[config.mk]
export PLATFORM = sky130hd
export DESIGN_NAME = ex_div_flat
export DESIGN_NICKNAME = d
export VERILOG_FILES = /design/src/rtl/ex_div_if.sv /design/src/rtl/ex_div.sv /design/src/flat_wrapper.sv
export SDC_FILE = /design/constraint.sdc
export NUM_CORES = 1
export LEC_CHECK = 0
export BUFFER_PORTS_ARGS = -buffer_cell sky130_fd_sc_hd__buf_2
export CAP_MARGIN = 10
export CORE_ASPECT_RATIO = 0.8
export CORE_MARGIN = 2
export CORE_UTILIZATION = 50
export DETAILED_ROUTE_END_ITERATION = 6
export PLACE_DENSITY = 0.76
export SLEW_MARGIN = 30
export SYNTH_ARGS = -nofsm -noshare
export SYNTH_HDL_FRONTEND = slang
export SYNTH_SLANG_ARGS = --single-unit
export TNS_END_PERCENT = 5
[constraint.sdc]
create_clock -name clk -period 3.7 [get_ports clk]
set_input_delay 0.555 -clock clk [delete_from_list [all_inputs] [get_ports clk]]
set_output_delay 0.555 -clock clk [all_outputs]
set_load 0.01 [all_outputs]
[src/rtl/ex_div_if.sv]
// Operand/result handshake between the EX stage (master) and the multi-cycle divider (slave).
interface ex_div_if #(
  parameter int DATA_WIDTH = 32
);
  logic                    signed_div_i;
  logic [DATA_WIDTH-1:0]   opdata1_i;
  logic [DATA_WIDTH-1:0]   opdata2_i;
  logic                    start_i;
  logic                    annul_i;
  logic [2*DATA_WIDTH-1:0] result_o;
  logic                    ready_o;

  modport master (
    output signed_div_i, opdata1_i, opdata2_i, start_i, annul_i,
    input  result_o, ready_o
  );

  modport slave (
    input  signed_div_i, opdata1_i, opdata2_i, start_i, annul_i,
    output result_o, ready_o
  );
endinterface

[src/rtl/ex_div.sv]
// Restoring radix-2 divider for DIV/DIVU, one quotient bit per cycle, result {rem, quo}.
// Define DIV_SIGNED_EN to honour signed_div_i; otherwise every division is unsigned.
module ex_div #(
  parameter int DATA_WIDTH = 32
) (
  input  logic   clk,
  input  logic   rst,
  ex_div_if.slave dif
);
  localparam int W     = DATA_WIDTH;
  localparam int CNT_W = $clog2(DATA_WIDTH) + 1;
  localparam logic [CNT_W-1:0] CNT_LAST = CNT_W'(DATA_WIDTH - 1);

  typedef enum logic [1:0] {DivFree, DivByZero, DivOn, DivEnd} state_e;

  state_e             state_q, state_d;
  logic [CNT_W-1:0]   cnt_q, cnt_d;
  logic [2*W:0]       work_q, work_d;
  logic [W-1:0]       divisor_q, divisor_d;
  logic               ready_q, ready_d;
  logic [2*W-1:0]     result_q, result_d;

  logic               accept, start_nz;
  logic [W-1:0]       mag1, mag2, quo_mag, rem_mag, quo_fix, rem_fix;
  logic [W:0]         diff;

  assign accept   = (state_q == DivFree) && dif.start_i && !dif.annul_i;
  assign start_nz = accept && (dif.opdata2_i != '0);
  assign quo_mag  = work_q[W-1:0];
  assign rem_mag  = work_q[2*W:W+1];
  assign diff     = {1'b0, work_q[2*W-1:W]} - {1'b0, divisor_q};

`ifdef DIV_SIGNED_EN
  logic sgn_mode;
  logic quo_neg_q, quo_neg_d, rem_neg_q, rem_neg_d;

  assign sgn_mode = dif.signed_div_i;
  assign mag1 = (sgn_mode && dif.opdata1_i[W-1]) ? -dif.opdata1_i : dif.opdata1_i;
  assign mag2 = (sgn_mode && dif.opdata2_i[W-1]) ? -dif.opdata2_i : dif.opdata2_i;

  always_comb begin
    quo_neg_d = quo_neg_q;
    rem_neg_d = rem_neg_q;
    if (start_nz) begin
      quo_neg_d = sgn_mode & (dif.opdata1_i[W-1] ^ dif.opdata2_i[W-1]);
      rem_neg_d = sgn_mode & dif.opdata1_i[W-1];
    end
  end

  always_ff @(posedge clk or negedge rst) begin
    if (!rst) begin
      quo_neg_q <= 1'b0;
      rem_neg_q <= 1'b0;
    end else begin
      quo_neg_q <= quo_neg_d;
      rem_neg_q <= rem_neg_d;
    end
  end

  // Remainder follows the dividend sign; 0x80000000 / -1 wraps back to 0x80000000.
  assign quo_fix = quo_neg_q ? -quo_mag : quo_mag;
  assign rem_fix = rem_neg_q ? -rem_mag : rem_mag;
`else
  logic unused_signed;

  assign unused_signed = dif.signed_div_i;
  assign mag1    = dif.opdata1_i;
  assign mag2    = dif.opdata2_i;
  assign quo_fix = quo_mag;
  assign rem_fix = rem_mag;
`endif

  always_comb begin
    state_d   = state_q;
    cnt_d     = cnt_q;
    work_d    = work_q;
    divisor_d = divisor_q;
    ready_d   = ready_q;
    result_d  = result_q;
    unique case (state_q)
      DivFree: begin
        if (accept) begin
          if (!start_nz) begin
            state_d = DivByZero;
          end else begin
            state_d   = DivOn;
            cnt_d     = '0;
            // Dividend is pre-shifted one place so each step compares the next partial remainder.
            work_d    = {{W{1'b0}}, mag1, 1'b0};
            divisor_d = mag2;
          end
        end
      end
      DivByZero: begin
        if (dif.annul_i) begin
          state_d = DivFree;
        end else begin
          work_d  = '0;
          state_d = DivEnd;
        end
      end
      DivOn: begin
        if (dif.annul_i) begin
          state_d = DivFree;
        end else begin
          if (diff[W]) work_d = {work_q[2*W-1:0], 1'b0};
          else         work_d = {diff[W-1:0], work_q[W-1:0], 1'b1};
          cnt_d = cnt_q + 1'b1;
          if (cnt_q == CNT_LAST) state_d = DivEnd;
        end
      end
      DivEnd: begin
        if (dif.start_i) begin
          ready_d  = 1'b1;
          result_d = {rem_fix, quo_fix};
        end else begin
          state_d  = DivFree;
          ready_d  = 1'b0;
          result_d = '0;
        end
      end
      default: state_d = DivFree;
    endcase
  end

  always_ff @(posedge clk or negedge rst) begin
    if (!rst) begin
      state_q   <= DivFree;
      cnt_q     <= '0;
      work_q    <= '0;
      divisor_q <= '0;
      ready_q   <= 1'b0;
      result_q  <= '0;
    end else begin
      state_q   <= state_d;
      cnt_q     <= cnt_d;
      work_q    <= work_d;
      divisor_q <= divisor_d;
      ready_q   <= ready_d;
      result_q  <= result_d;
    end
  end

  assign dif.ready_o  = ready_q;
  assign dif.result_o = result_q;
endmodule

[src/flat_wrapper.sv]
// flat-port wrapper written by rule: the top's interface ports become plain ports
module ex_div_flat 
#(
  parameter int DATA_WIDTH = 32
)
  (clk, rst, dif_signed_div_i, dif_opdata1_i, dif_opdata2_i, dif_start_i, dif_annul_i, dif_result_o, dif_ready_o);
  ex_div_if #(.DATA_WIDTH(DATA_WIDTH)) dif_i ();
  input  logic clk;
  input  logic rst;
  input wire logic [$bits(dif_i.signed_div_i)-1:0] dif_signed_div_i;
  input wire logic [$bits(dif_i.opdata1_i)-1:0] dif_opdata1_i;
  input wire logic [$bits(dif_i.opdata2_i)-1:0] dif_opdata2_i;
  input wire logic [$bits(dif_i.start_i)-1:0] dif_start_i;
  input wire logic [$bits(dif_i.annul_i)-1:0] dif_annul_i;
  output wire logic [$bits(dif_i.result_o)-1:0] dif_result_o;
  output wire logic [$bits(dif_i.ready_o)-1:0] dif_ready_o;
  assign dif_i.signed_div_i = dif_signed_div_i;
  assign dif_i.opdata1_i = dif_opdata1_i;
  assign dif_i.opdata2_i = dif_opdata2_i;
  assign dif_i.start_i = dif_start_i;
  assign dif_i.annul_i = dif_annul_i;
  assign dif_result_o = dif_i.result_o;
  assign dif_ready_o = dif_i.ready_o;
  ex_div #(.DATA_WIDTH(DATA_WIDTH)) u_core (.clk(clk), .rst(rst), .dif(dif_i));
endmodule
== After elaboration in Yosys (flattened, before gate mapping) ==
Index checks and enable logic that the tools add are counted.
Cells by class
  add/subtract/negate cells: 2
  equal/unequal tests: 10
  multiplexer cells: 19
  reduce and logical (&&, ||, !) cells: 12
Operators with widths (number)
  2-to-1 mux 65 bit: 5
  case mux 65 bit (3 select lines): 1
  2-to-1 mux 64 bit: 1
  subtractor 32 x 32 -> 33 bit: 1
  nonzero test 32 bit: 1
  2-to-1 mux 6 bit: 3
  2-to-1 mux 2 bit: 6
  case mux 6 bit (2 select lines): 1
  case mux 2 bit (4 select lines): 1
  adder 6 x 1 -> 6 bit (second input constant): 1
  equality test 6 x 5 -> 1 bit (second input constant): 1
  != test 2 bit (second input constant): 3
  AND reduction 3 bit: 2
  AND reduction 5 bit: 1
  equality test 2 bit (second input constant): 2
  != test 2 x 1 -> 1 bit (second input constant): 2
  AND reduction 4 bit: 1
  logical AND 1 bit: 3
  != test 3 x 2 -> 1 bit (second input constant): 1
  nonzero test 3 bit: 1
  equality test 2 x 1 -> 1 bit (second input constant): 1
  zero test 2 bit: 1
  nonzero test 2 bit: 1
  zero test 1 bit: 1
  2-to-1 mux 1 bit: 1
Word-level totals
  flip-flop bits (word level): 170
  input bits: 69
  output and inout bits: 65
  word-level logic and storage cells: 49

== Depth between registers and ports, before layout ==
  depth after elaboration: 7
  gate-level depth with buffers: 12
  mapped depth without buffers: 11

== Worst setup path after synthesis ==
Ideal clock, no wire load.
  path kind: reg2reg
  start: register u_core.divisor_q[0]
  end: register u_core.work_q[49]
  library setup time: 0.132 ns
  data arrival time: 2.678 ns
  required time: 3.568 ns
  setup slack: 0.890 ns
  stages on the path, launching flop included: 12
  buffers on the path: 1
  clock period less this slack: 2.810 ns
  path through: dfrtp_1 -> ha_1 -> fa_1 -> nand2b_1 -> a21oi_1 -> o211ai_1 -> a21oi_1 -> a2111oi_4 -> nor2_4 -> buf_6 -> mux2i_1 -> o21ai_1
On the way
  longest elaborated chain between the ends: 4
RTL lines
  start: declaration: line ex_div.sv:19  | logic [W-1:0] divisor_q, divisor_d;
  start signal: assignment: line ex_div.sv:138  | divisor_q <= divisor_d;
  subtractor 32 x 32 -> 33 bit: line ex_div.sv:31  | assign diff = {1'b0, work_q[2*W-1:W]} - {1'b0, divisor_q};
  2-to-1 mux 65 bit: line ex_div.sv:106  | if (diff[W]) work_d = {work_q[2*W-1:0], 1'b0};
  2-to-1 mux 65 bit: line ex_div.sv:103  | if (dif.annul_i) begin
  case mux 65 bit (3 select lines): line ex_div.sv:80  | unique case (state_q)
  end signal: assignment: line ex_div.sv:137  | work_q <= work_d;
  end: declaration: line ex_div.sv:18  | logic [2*W:0] work_q, work_d;
Every way passes these cells. The select of a mux whose other input is x is not followed.
A chain may end at the register's enable or synchronous reset.

== Worst setup path after layout ==
  start: register u_core.work_q[32]
  end: register u_core.work_q[57]
On the way
  longest elaborated chain between the ends: 4
RTL lines (line)
  subtractor 32 x 32 -> 33 bit: ex_div.sv:31
  2-to-1 mux 65 bit: ex_div.sv:106
  2-to-1 mux 65 bit: ex_div.sv:103
  case mux 65 bit (3 select lines): ex_div.sv:80
Every way passes these cells. The select of a mux whose other input is x is not followed.

==> reports/summary.json <==
{
  "outcome": {"value": "completed"},
  "power.share.sequential": {"value": 35.6, "unit": "%"},
  "critical_path.startpoint_type": {"value": "flop"},
  "yosysWarnings": {"value": 0},
  "timing.fmax": {"value": 0.305, "unit": "GHz"},
  "routed_wire_length_per_instance": {"value": 16.4, "unit": "um"},
  "seqCellArea": {"value": 4250, "unit": "sq um"},
  "timing.critical_path.depth": {"value": 12},
  "synthArstFlopShare": {"value": 100, "unit": "%"},
  "final_replace_weighted_congestion": {"value": 0.912},
  "most_used_flip_flop_cell_after_synthesis": {"value": "sky130_fd_sc_hd__dfrtp_1"},
  "dr_total_vias": {"value": 7614},
  "drc_violations_left": {"value": 0},
  "initial_utilization": {"value": 50.6, "unit": "%"},
  "area_delta_synth_final": {"value": 16.8, "unit": "%"},
  "max-cap-violations": {"value": 0},
  "clkSlewWorstSetupHoldPaths": {"value": 0.07, "unit": "ns"},
  "crit-reg2reg-capture": {"value": "u_core.work_q[57]"},
  "timing.critical_path.from": {"value": "u_core.work_q[32]"},
  "cts_max_path_buffers": {"value": 2},
  "insertion_delay": {"value": 0.43, "unit": "ns"},
  "netlist_instances": {"value": 994},
  "layout.cells.most_common_list": {"value": "sky130_fd_sc_hd__dfrtp_1, sky130_fd_sc_hd__buf_2, sky130_fd_sc_hd__nand2_1"},
  "p_per_area": {"value": 758, "unit": "nW/um^2"},
  "postCtsSetupRepairBufs": {"value": 0},
  "numClockSinks": {"value": 170},
  "total_power": {"value": 8.04, "unit": "mW"},
  "worstPathMaxFanout": {"value": 12},
  "remaining_overflow_grt": {"value": 0},
  "fp.coreArea": {"value": 17900, "unit": "sq um"},
  "routed_wire_length": {"value": 22300, "unit": "um"},
  "crit-reg2reg-launch": {"value": "u_core.work_q[32]"},
  "critical_path.endpoint_type": {"value": "flop"},
  "detailed_place_hpwl": {"value": 15600, "unit": "um"},
  "io_buffer_count": {"value": 132},
  "r2r_setup_slack": {"value": 0.42, "unit": "ns"},
  "power.combinational.fraction": {"value": 42.1, "unit": "%"},
  "design.portCount": {"value": 134},
  "grt_antenna_before_repair": {"value": 0},
  "drtIter0Drc": {"value": 540},
  "postSynthNetCount": {"value": 1103},
  "grt_util_all_layers": {"value": 24.6, "unit": "%"},
  "cpPeakStageDelay": {"value": 0.55, "unit": "ns"},
  "yosysSeqAreaShare": {"value": 46.8, "unit": "%"},
  "cts_max_level": {"value": 4},
  "core.rowCount": {"value": 44},
  "worst_margin_slew": {"value": 0.893, "unit": "ns"},
  "p_sw_share": {"value": 40.8, "unit": "%"},
  "crit_end": {"value": "u_core.work_q[57]"},
  "critPathArrivalTime": {"value": 3.61, "unit": "ns"},
  "netlist-cell-type-count": {"value": 59},
  "cts_repair_resize_count": {"value": 0},
  "avgSynthCellArea": {"value": 9.14, "unit": "sq um"},
  "critical-path-top-delay-family": {"value": "compound AO/OA/AOI/OAI gates"},
  "timing.critical_path.required": {"value": 4.03, "unit": "ns"},
  "die_area": {"value": 19300, "unit": "sq um"},
  "ys_ff_latch": {"value": 170},
  "finalCriticalPeriod": {"value": 3.28, "unit": "ns"},
  "multiInputGateArea": {"value": 4220, "unit": "sq um"},
  "r2r.worst_path.cells": {"value": 12},
  "vias_per_cell": {"value": 5.61},
  "fin_setup_tns": {"value": 0, "unit": "ns"},
  "dieWidth": {"value": 155, "unit": "um"},
  "root_buf_cell": {"value": "sky130_fd_sc_hd__clkbuf_16"},
  "report.final.hold_viol_count": {"value": 0},
  "cell_seen_most_often_among_critical_path_stages": {"value": "sky130_fd_sc_hd__a21oi_1"},
  "crit_chain": {"value": "inv_1, ha_1, fa_1, nand2b_1, a21oi_1, o211ai_1, a21oi_1, buf_4, a2111oi_4, or2_1, nor3_1, o221a_1"},
  "grt_max_degree": {"value": 75},
  "leakage_power_figure": {"value": 5.00, "unit": "nW"},
  "number_of_enable_type_register_cells_in_the_synthesized_netlist": {"value": 0},
  "timing_max_transition_violations_final": {"value": 0},
  "clock-skew-final": {"value": 0.0110, "unit": "ns"},
  "route.antenna.remaining_nets": {"value": 0},
  "die_y_extent": {"value": 125, "unit": "um"},
  "cellInternalPower": {"value": 4.76, "unit": "mW"},
  "timing.critical_path.buf_inv": {"value": 2},
  "setup_violations": {"value": 0},
  "min_period_over_period": {"value": 88.6, "unit": "%"},
  "grt_pass1_wl": {"value": 37600, "unit": "um"},
  "cts_inserted_buffers": {"value": 17},
  "fillerInstances": {"value": 1579},
  "crit_slowest_cell": {"value": "sky130_fd_sc_hd__or2_1"},
  "holdCritPathClass": {"value": "in2async"},
  "rsz0062_at_grt": {"value": "false"},
  "cts_hold_repair.buffers": {"value": 0},
  "power.clock.fraction": {"value": 22.2, "unit": "%"},
  "worst_ir_drop_vdd": {"value": 392, "unit": "uV"},
  "power.net_switching": {"value": 3.28, "unit": "mW"},
  "nets": {"value": 1224},
  "slew-limit-headroom": {"value": 39.7, "unit": "%"},
  "layout_commonest_cell": {"value": "sky130_fd_sc_hd__dfrtp_1"},
  "firstDrtPassIters": {"value": 6},
  "synth_area": {"value": 9080, "unit": "sq um"},
  "n_antenna_cell": {"value": 0},
  "cts_tree": {"value": "yes"},
  "worstSetupPathType": {"value": "reg2reg"},
  "via_count_of_the_first_global_routing_pass": {"value": 7448},
  "drive_above_1_share": {"value": 19.9, "unit": "%"}
}
Yosys cell counts (3+ instances only):
cell                       instances  share of area [%]
sky130_fd_sc_hd__o21ai_0          91                5.0
sky130_fd_sc_hd__nand2b_1          5               0.34
sky130_fd_sc_hd__a22o_1            3               0.29
sky130_fd_sc_hd__xor2_1            6               0.58
sky130_fd_sc_hd__a211o_1           4               0.39
sky130_fd_sc_hd__nand2_1         122                5.0
sky130_fd_sc_hd__nand3_1          17               0.94
sky130_fd_sc_hd__nor2_1           82                3.4
sky130_fd_sc_hd__a21o_1            8               0.66
sky130_fd_sc_hd__nor3_1           17               0.94
sky130_fd_sc_hd__a21boi_0          4               0.33
sky130_fd_sc_hd__o21ai_1          29                1.6
sky130_fd_sc_hd__mux2_2           33                4.1
sky130_fd_sc_hd__inv_1           110                4.5
sky130_fd_sc_hd__mux2i_1          23                2.5
sky130_fd_sc_hd__clkbuf_1         38                1.6
sky130_fd_sc_hd__and2_1            4               0.28
sky130_fd_sc_hd__o31ai_1           3               0.25
sky130_fd_sc_hd__nor2b_1           6               0.41
sky130_fd_sc_hd__a211oi_1          5               0.41
sky130_fd_sc_hd__buf_1             5               0.21
sky130_fd_sc_hd__a21oi_1          42                2.3
sky130_fd_sc_hd__o211ai_1          7               0.58
sky130_fd_sc_hd__xnor2_1          15                1.4
sky130_fd_sc_hd__ha_1             39                5.4
sky130_fd_sc_hd__a31oi_1           4               0.28
sky130_fd_sc_hd__nor3b_1           4               0.33
sky130_fd_sc_hd__nand4_1           7               0.48
sky130_fd_sc_hd__nor4_1           11               0.76
sky130_fd_sc_hd__or3_1             6               0.41
sky130_fd_sc_hd__o31a_1            3               0.29
sky130_fd_sc_hd__dfrtp_1         170                 47
sky130_fd_sc_hd__a221oi_1         33                3.2
registers in the layout (all words and copies together), names as in the netlist:
name	count
u_core.cnt_q	6
u_core.dif.ready_o	1
u_core.dif.result_o	64
u_core.divisor_q	32
u_core.state_q	2
u_core.work_q	65
final cells by class:
type                            count  area share [%]
Multi-Input combinational cell    666            39.7
Sequential cell                   170            40.1
Clock buffer                       17            4.01
Timing Repair Buffer              150            7.91
Tap cell                          230            2.71
Clock inverter                     15            1.64
Inverter                          110            3.89
through the flow:
stage | std cells | area (sq um) | setup WS [ns] | hold slack, ns | util [%]
final | 1358 | 10600 | 0.421 | 0.122 | 59.1
after global routing | 1358 | 10600 | 0.159 | 0.181 | 59.1
after CTS | 1358 | 10600 | 0.458 | 0.146 | 59.1
after detailed placement | 1326 | 10000 | 0.475 | 0.488 | 55.8
after global placement | 1326 | 10000 | 0.518 | 0.486 | 55.8
after floorplan | 994 | 9080 | 0.890 | 0.259 | -
worst min path at each step:
stage	to	start	slack, ns	cells past startpoint
3_3_place_gp	u_core.dif.result_o[4]	u_core.work_q[4]	0.49	2
6_report	u_core.dif.result_o[6]	rst	0.12	1
3_5_place_dp	u_core.dif.result_o[63]	u_core.work_q[64]	0.49	2
2_1_floorplan	u_core.cnt_q[0]	rst	0.26	0
4_1_cts	u_core.dif.result_o[17]	rst	0.15	1
5_1_grt	u_core.dif.result_o[17]	rst	0.18	1
kinds of logic after synthesis:
kind of cell,after synthesis,share of synthesized area (%)
AND/OR/NAND/NOR,290,14.1
AO/OA/AOI/OAI,259,18.0
flip-flops,170,46.8
buffers and inverters,158,6.77
multiplexers,56,6.63
adder cells (fa/ha/maj),40,5.59
XOR/XNOR,21,2.03
per-layer routing:
layer  share of wire (%)  global-route usage (%)
met1                  47                    35.2
met2                  44                    37.4
met3                 6.2                    5.08
met4                 2.2                    8.12
met5                   0                       0
power by group through the flow:
stage / logic (mW) / clock network (mW) / registers, mW
after floorplan: 2.36 / 0 / 2.92
after global placement: 3.28 / 0 / 2.87
after detailed placement: 3.38 / 0 / 2.90
after CTS: 3.40 / 1.83 / 2.87
after global routing: 3.83 / 1.91 / 2.95
final: 3.39 / 1.79 / 2.87
Power figures use the tool's default switching activity.
